### config.mk
export PLATFORM = sky130hd
export DESIGN_NAME = mem_access_ctrl
export DESIGN_NICKNAME = d
export VERILOG_FILES = /design/src/rtl/mem_ctrl_pkg.sv /design/src/rtl/mem_lat_counter.sv /design/src/rtl/mem_access_ctrl.sv
export SDC_FILE = /design/constraint.sdc
export NUM_CORES = 1
export LEC_CHECK = 0
export ABC_CLOCK_PERIOD_IN_PS = 3500
export BUFFER_PORTS_ARGS = -buffer_cell sky130_fd_sc_hd__buf_2
export CAP_MARGIN = 20
export CORE_MARGIN = 5
export CORE_UTILIZATION = 48
export CTS_CLUSTER_DIAMETER = 40
export CTS_CLUSTER_SIZE = 24
export DETAILED_ROUTE_END_ITERATION = 10
export GPL_ROUTABILITY_DRIVEN = 0
export PLACE_DENSITY = 0.92
export SLEW_MARGIN = 10
export SYNTH_ARGS = -nofsm -noshare
export SYNTH_HDL_FRONTEND = slang
export SYNTH_SLANG_ARGS = --single-unit
### constraint.sdc
create_clock -name clk -period 3.5 [get_ports clk]
set_clock_uncertainty 0.15 [all_clocks]
set_input_delay 0.35 -clock clk [delete_from_list [all_inputs] [get_ports clk]]
set_output_delay 0.35 -clock clk [all_outputs]
set_load 0.005 [all_outputs]
### src/rtl/mem_ctrl_pkg.sv
// Shared types and constants for the ram2 access controller.
// Optional macro ADDR_CHECK_EN (used by mem_access_ctrl) enables range checking.
package mem_ctrl_pkg;

  localparam int unsigned BITS_DEF    = 32;
  localparam int unsigned RAMSIZE_DEF = 512;
  localparam int unsigned RD_LAT_MAX  = 4;
  localparam int unsigned CNT_W       = $clog2(RD_LAT_MAX);

  typedef enum logic [2:0] {
    ST_IDLE  = 3'd0,
    ST_WRITE = 3'd1,
    ST_READ  = 3'd2,
    ST_RWAIT = 3'd3,
    ST_RESP  = 3'd4
  } state_e;

  // Counter preload for a read latency; first wait cycle sees RD_LAT-1.
  function automatic logic [CNT_W-1:0] lat_load(input int unsigned rd_lat);
    return CNT_W'(rd_lat - 1);
  endfunction

endpackage

### src/rtl/mem_lat_counter.sv
// Loadable down-counter with zero flag; times the ram2 read latency.
module mem_lat_counter
  import mem_ctrl_pkg::*;
#(
  parameter int unsigned W = CNT_W
) (
  input  logic         clk,
  input  logic         clr,
  input  logic         i_load,
  input  logic [W-1:0] i_load_val,
  input  logic         i_dec,
  output logic [W-1:0] o_count,
  output logic         o_zero_c
);

  logic [W-1:0] r_cnt;

  // Saturates at zero so an extra decrement request is harmless.
  always_ff @(posedge clk) begin
    if (clr) begin
      r_cnt <= '0;
    end else if (i_load) begin
      r_cnt <= i_load_val;
    end else if (i_dec && (r_cnt != '0)) begin
      r_cnt <= r_cnt - W'(1);
    end
  end

  assign o_count  = r_cnt;
  assign o_zero_c = (r_cnt == '0);

endmodule

### src/rtl/mem_access_ctrl.sv
// Single-outstanding load/store initiator for the ram2 synchronous memory.
// Define ADDR_CHECK_EN to reject addresses >= RAMSIZE with resp_err instead of wrapping.
module mem_access_ctrl
  import mem_ctrl_pkg::*;
#(
  parameter int unsigned BITS    = BITS_DEF,
  parameter int unsigned RAMSIZE = RAMSIZE_DEF,
  parameter int unsigned ADDR    = $clog2(RAMSIZE),
  parameter int unsigned RD_LAT  = 1
) (
  input  logic            clk,
  input  logic            clr,
  input  logic            req_valid,
  output logic            req_ready,
  input  logic            req_write,
  input  logic [BITS-1:0] req_addr,
  input  logic [BITS-1:0] req_wdata,
  output logic            resp_valid,
  input  logic            resp_ready,
  output logic [BITS-1:0] resp_rdata,
  output logic            resp_err,
  output logic [BITS-1:0] ram_dataIn,
  output logic            ram_read,
  output logic            ram_write,
  output logic [ADDR-1:0] ram_address,
  input  logic [BITS-1:0] ram_dataOut
);

  state_e            r_state;
  state_e            w_state_nxt;
  logic              r_req_ready;
  logic              w_req_ready_nxt;
  logic              r_resp_valid;
  logic              w_resp_valid_nxt;
  logic [BITS-1:0]   r_resp_rdata;
  logic [BITS-1:0]   w_resp_rdata_nxt;
  logic              r_resp_err;
  logic              w_resp_err_nxt;
  logic              r_ram_read;
  logic              w_ram_read_nxt;
  logic              r_ram_write;
  logic              w_ram_write_nxt;
  logic [ADDR-1:0]   r_ram_address;
  logic [ADDR-1:0]   w_addr_nxt;
  logic [BITS-1:0]   r_ram_dataIn;
  logic [BITS-1:0]   w_din_nxt;
  logic [CNT_W-1:0]  w_cnt;
  logic              w_cnt_zero;
  logic              w_cnt_load;
  logic              w_cnt_dec;
  logic              w_oor;

`ifdef ADDR_CHECK_EN
  assign w_oor = (req_addr >= BITS'(RAMSIZE));
`else
  // Addresses wrap onto the low ADDR bits; the high bits are deliberately dropped.
  logic w_addr_hi_unused;
  assign w_oor            = 1'b0;
  assign w_addr_hi_unused = |req_addr[BITS-1:ADDR];
`endif

  mem_lat_counter #(
    .W (CNT_W)
  ) u_lat_cnt (
    .clk        (clk),
    .clr        (clr),
    .i_load     (w_cnt_load),
    .i_load_val (lat_load(RD_LAT)),
    .i_dec      (w_cnt_dec),
    .o_count    (w_cnt),
    .o_zero_c   (w_cnt_zero)
  );

  // Next-state and next-output logic; RAM strobes are computed one cycle ahead
  // so they leave the block registered.
  always_comb begin
    w_state_nxt      = r_state;
    w_req_ready_nxt  = r_req_ready;
    w_resp_valid_nxt = r_resp_valid;
    w_resp_rdata_nxt = r_resp_rdata;
    w_resp_err_nxt   = r_resp_err;
    w_ram_read_nxt   = 1'b0;
    w_ram_write_nxt  = 1'b0;
    w_addr_nxt       = r_ram_address;
    w_din_nxt        = r_ram_dataIn;
    w_cnt_load       = 1'b0;
    w_cnt_dec        = 1'b0;

    unique case (r_state)
      ST_IDLE: begin
        w_req_ready_nxt = 1'b1;
        if (req_valid && r_req_ready) begin
          w_req_ready_nxt  = 1'b0;
          w_addr_nxt       = req_addr[ADDR-1:0];
          w_din_nxt        = req_wdata;
          w_resp_rdata_nxt = '0;
          w_resp_err_nxt   = 1'b0;
          if (w_oor) begin
            w_state_nxt    = ST_RESP;
            w_resp_err_nxt = 1'b1;
          end else if (req_write) begin
            w_state_nxt     = ST_WRITE;
            w_ram_write_nxt = 1'b1;
          end else begin
            w_state_nxt    = ST_READ;
            w_ram_read_nxt = 1'b1;
          end
        end
      end

      ST_WRITE: begin
        w_state_nxt = ST_RESP;
      end

      ST_READ: begin
        w_cnt_load     = 1'b1;
        w_ram_read_nxt = (RD_LAT > 1);
        w_state_nxt    = ST_RWAIT;
      end

      // Read strobe lasts RD_LAT cycles; data is captured once the count expires.
      ST_RWAIT: begin
        w_cnt_dec = 1'b1;
        if (w_cnt_zero) begin
          w_resp_rdata_nxt = ram_dataOut;
          w_state_nxt      = ST_RESP;
        end else begin
          w_ram_read_nxt = (w_cnt > CNT_W'(1));
        end
      end

      ST_RESP: begin
        w_resp_valid_nxt = 1'b1;
        if (r_resp_valid && resp_ready) begin
          w_resp_valid_nxt = 1'b0;
          w_req_ready_nxt  = 1'b1;
          w_state_nxt      = ST_IDLE;
        end
      end

      default: begin
        w_state_nxt      = ST_IDLE;
        w_req_ready_nxt  = 1'b1;
        w_resp_valid_nxt = 1'b0;
      end
    endcase
  end

  always_ff @(posedge clk) begin
    if (clr) begin
      r_state       <= ST_IDLE;
      r_req_ready   <= 1'b1;
      r_resp_valid  <= 1'b0;
      r_resp_rdata  <= '0;
      r_resp_err    <= 1'b0;
      r_ram_read    <= 1'b0;
      r_ram_write   <= 1'b0;
      r_ram_address <= '0;
      r_ram_dataIn  <= '0;
    end else begin
      r_state       <= w_state_nxt;
      r_req_ready   <= w_req_ready_nxt;
      r_resp_valid  <= w_resp_valid_nxt;
      r_resp_rdata  <= w_resp_rdata_nxt;
      r_resp_err    <= w_resp_err_nxt;
      r_ram_read    <= w_ram_read_nxt;
      r_ram_write   <= w_ram_write_nxt;
      r_ram_address <= w_addr_nxt;
      r_ram_dataIn  <= w_din_nxt;
    end
  end

  assign req_ready   = r_req_ready;
  assign resp_valid  = r_resp_valid;
  assign resp_rdata  = r_resp_rdata;
  assign resp_err    = r_resp_err;
  assign ram_read    = r_ram_read;
  assign ram_write   = r_ram_write;
  assign ram_address = r_ram_address;
  assign ram_dataIn  = r_ram_dataIn;

endmodule

==> summary.md <==
| Metric | Value |
|---|---|
| Status | complete, no violations |
| Total congestion overflow | 0 |
| Setup Buffers After CTS | 0 |
| Finished Layout Cells | 551 |
| H-tree depth | 3 |
| Slowest stage delay, CP | 0.57 ns |
| Sequential cell area | roughly 1600 um2 |
| Hold Crit Class | input port to flip-flop |
| IO Count | 179 |
| Hold Slack | 0.06881 ns |
| CTS sink cnt | 82 |
| Setup violators final | 0 |
| Post-synthesis async set-or-reset flop share | 0% |
| Setup_tns | 0 ns |
| Crit. End Element | flip-flop |
| Core box area | just under 7000 um2 |
| Distinct cells, synth | 32 |
| Highest routed metal layer | met4 |
| Wire length per cell | 13.65 um |
| Final nets | 554 |
| Layout cell share with drive strength beyond 1 | 46.15% |
| First-pass GRT wire length | 12,140 um |
| Post-synth EDFFs | 0 |
| Routed vias | 2,676 |
| Design Area, Final | 4382 um2 |
| Critical path buffers and inverters | 1 |
| CTS Root Cell | clkbuf_8 |
| P per Cell Area | 494.1 nW/um2 |
| Core Util, Final | between 60% and 70% |
| Post-Syn Nets | 408 |
| Clock Latency Late Sink | roughly 0.34 ns |
| Fin crit period | 2.092 ns |
| Crit Path Max Fanout | 21 |
| Most used DFF post-synth | dfxtp_1 |
| Syn_area_per_cell | 10.96 um2 |
| Num CTS Buffers | 9 |
| RSZ-0062 raised after global routing | no |
| CP max stage cell | and2b_2 |
| Worst slew pin tran | ~0.63 ns |
| Max VDD drop | 0.3047 mV |
| Crit Path Class | flip-flop to flip-flop |
| Delay-heaviest family, CP | simple AND/OR/NAND/NOR gates |
| Drt drc | 0 |
| Maximum clock insertion buffer count | 2 |
| DP Wirelength | 5516 um |
| Initial antenna violation count | 0 |
| Inst Count DP | roughly 540 |
| Final wirelength | 7520 um |
| GRT Util Overall | 17.52% |
| Met3 WL | 922 um |
| CP arrival | 2.20 ns |
| Die Area | 8734 um2 |
| Yosys warnings | 0 |
| Leak pwr | 2.064 nW |
| Avg Vias per Cell | 4.857 |
| Area of the multi-input gates | 1548 um2 |
| Antenna Nets Post-Route | 0 |
| Yosys reg bits | 82 |
| Post-Syn Area | 3343 um2 |
| Worst-path clk slew | 0.08 ns |
| CTS tree | done |
| Buffers added on ports | ~150 |
| Seq/Total Area, Yosys | between 40% and 50% |
| Required time of the critical path | around 3.6 ns |
| # Max-Cap Violations | 0 |
| Area grow syn2layout | 31.06% |
| Maximum number of pins on one net before global-route repair | slightly below 70 |
| Tcrit/Tclk final | 59.77% |
| Slew margin rel. | 57.97% |
| Final hold vios | 0 |
| Gate Count Post-Synth | 305 |
| Pre-Repair DR Iteration Count | 4 |
| Chip Height | 93.46 um |
| Ant. Diodes | 0 |
| Max-slew violations | 0 |
| Synth top area cells | dfxtp_1 (49%), nand2b_1 (16%), mux2i_1 (12%), a22o_2 (9.0%), buf_6 (2.7%) |
| PostCTS Resize Cnt | 0 |
| Fmax | 0.4780 GHz |
| Post-Place Cell Area | 4126 um2 |
| Chip width | between 90 and 100 um |
| Starting density of the core | roughly half |
| Vias in the first global route | between 2,000 and 3,000 |
| Met2 wire len | 3416 um |
| Fillers | 562 |
| Hold buffers post-CTS | 0 |
| Share of the synthesized area in the top cell type | 49.10% |
| Rows | 30 |
| DRT met1 WL | 3064 um |
| Critical Path, Cell by Cell | and4bb_4, and2b_2, buf_12, mux2i_1 |
| Cell accounting for the most synthesized area | dfxtp_1 |
| DRT iter0 DRCs | 40 |
| Startpoint Class | flip-flop |
## layout by cell type, fill, tap and decap left out, types with 2 or more instances in the layout
cell	count
buf_2	154
nand2b_1	87
dfxtp_1	82
mux2i_1	41
a22o_2	30
clkbuf_8	10
nand2_1	4
a21oi_1	4
inv_1	3
or4_1	3
nand3_1	3
bufinv_16	3
a31oi_1	2
nor3b_1	2
a22o_1	2
nor2_1	2
ha_1	2
buf_4	2
## cells by family after synthesis
family	count (synthesis)	share of synthesized area (%)
muxes	41	12.28
other	1	0.1122
and+or+nand+nor	112	21.30
DFF	82	49.10
adders and majority gates	2	0.7484
buffers and inverters	26	4.828
AOI/OAI and AO/OA	41	11.64
## synthesized netlist by cell type, drive strengths merged, types with 2 or more instances
library cell / instances
nand2b: 87
nand3: 3
mux2i: 41
or4: 3
a31oi: 2
buf: 9
nor2: 2
clkbuf: 14
ha: 2
a22o: 32
nor3b: 2
nand2: 4
dfxtp: 82
inv: 3
a21oi: 4
## final timing paths
check,from,to,slack (ns),cells past startpoint
setup reg to reg,r_state[0]$_SDFFE_PP0P_,ram_dataIn[16]$_SDFFE_PP0P_,1.41,4
hold reg to reg,ram_dataIn[27]$_SDFFE_PP0P_,ram_dataIn[27]$_SDFFE_PP0P_,0.32,2
hold / removal,ram_dataOut[28],resp_rdata[28]$_SDFFE_PP0P_,0.07,2
setup / recovery,r_state[0]$_SDFFE_PP0P_,ram_dataIn[16]$_SDFFE_PP0P_,1.41,4
## layer usage
metal / GRT usage, % / vias up
met5: 0 / -
met1: 19.33 / 1218
met4: 7.570 / 0
met3: 7.884 / 9
li1: - / 1329
met2: 29.01 / 120
## metrics by stage
stage | power [mW] | setup WS [ns]
6_report | 2.165 | 1.408
5_1_grt | 2.280 | 1.250
4_1_cts | 2.192 | 1.057
3_5_place_dp | 1.375 | 1.088
3_3_place_gp | 1.363 | 1.182
2_1_floorplan | 1.261 | 1.837
## registers in the layout (all words and copies together), names as in the netlist
signal	flops
r_state	3
ram_address	9
ram_dataIn	32
ram_read	1
ram_write	1
req_ready	1
resp_rdata	32
resp_valid	1
u_lat_cnt.o_count	2
## area by class of cell
cell class                 instances  area share (%)
timing repair buffer             158           18.73
clock inverter                     5           2.342
multi-input combinational        197           35.32
clock buffer                      10           3.141
tap                               96           2.741
inverter                           3          0.2570
sequential                        82           37.46
## report_power, final
group / switching [mW] / internal [mW] / total (mW)
Clock: 0.322 / 0.488 / 0.810
Combinational: 0.152 / 0.172 / 0.324
Sequential: 0.0361 / 0.995 / 1.03
Total: 0.510 / 1.65 / 2.17
Note: power is estimated with default switching activity, not from simulation.
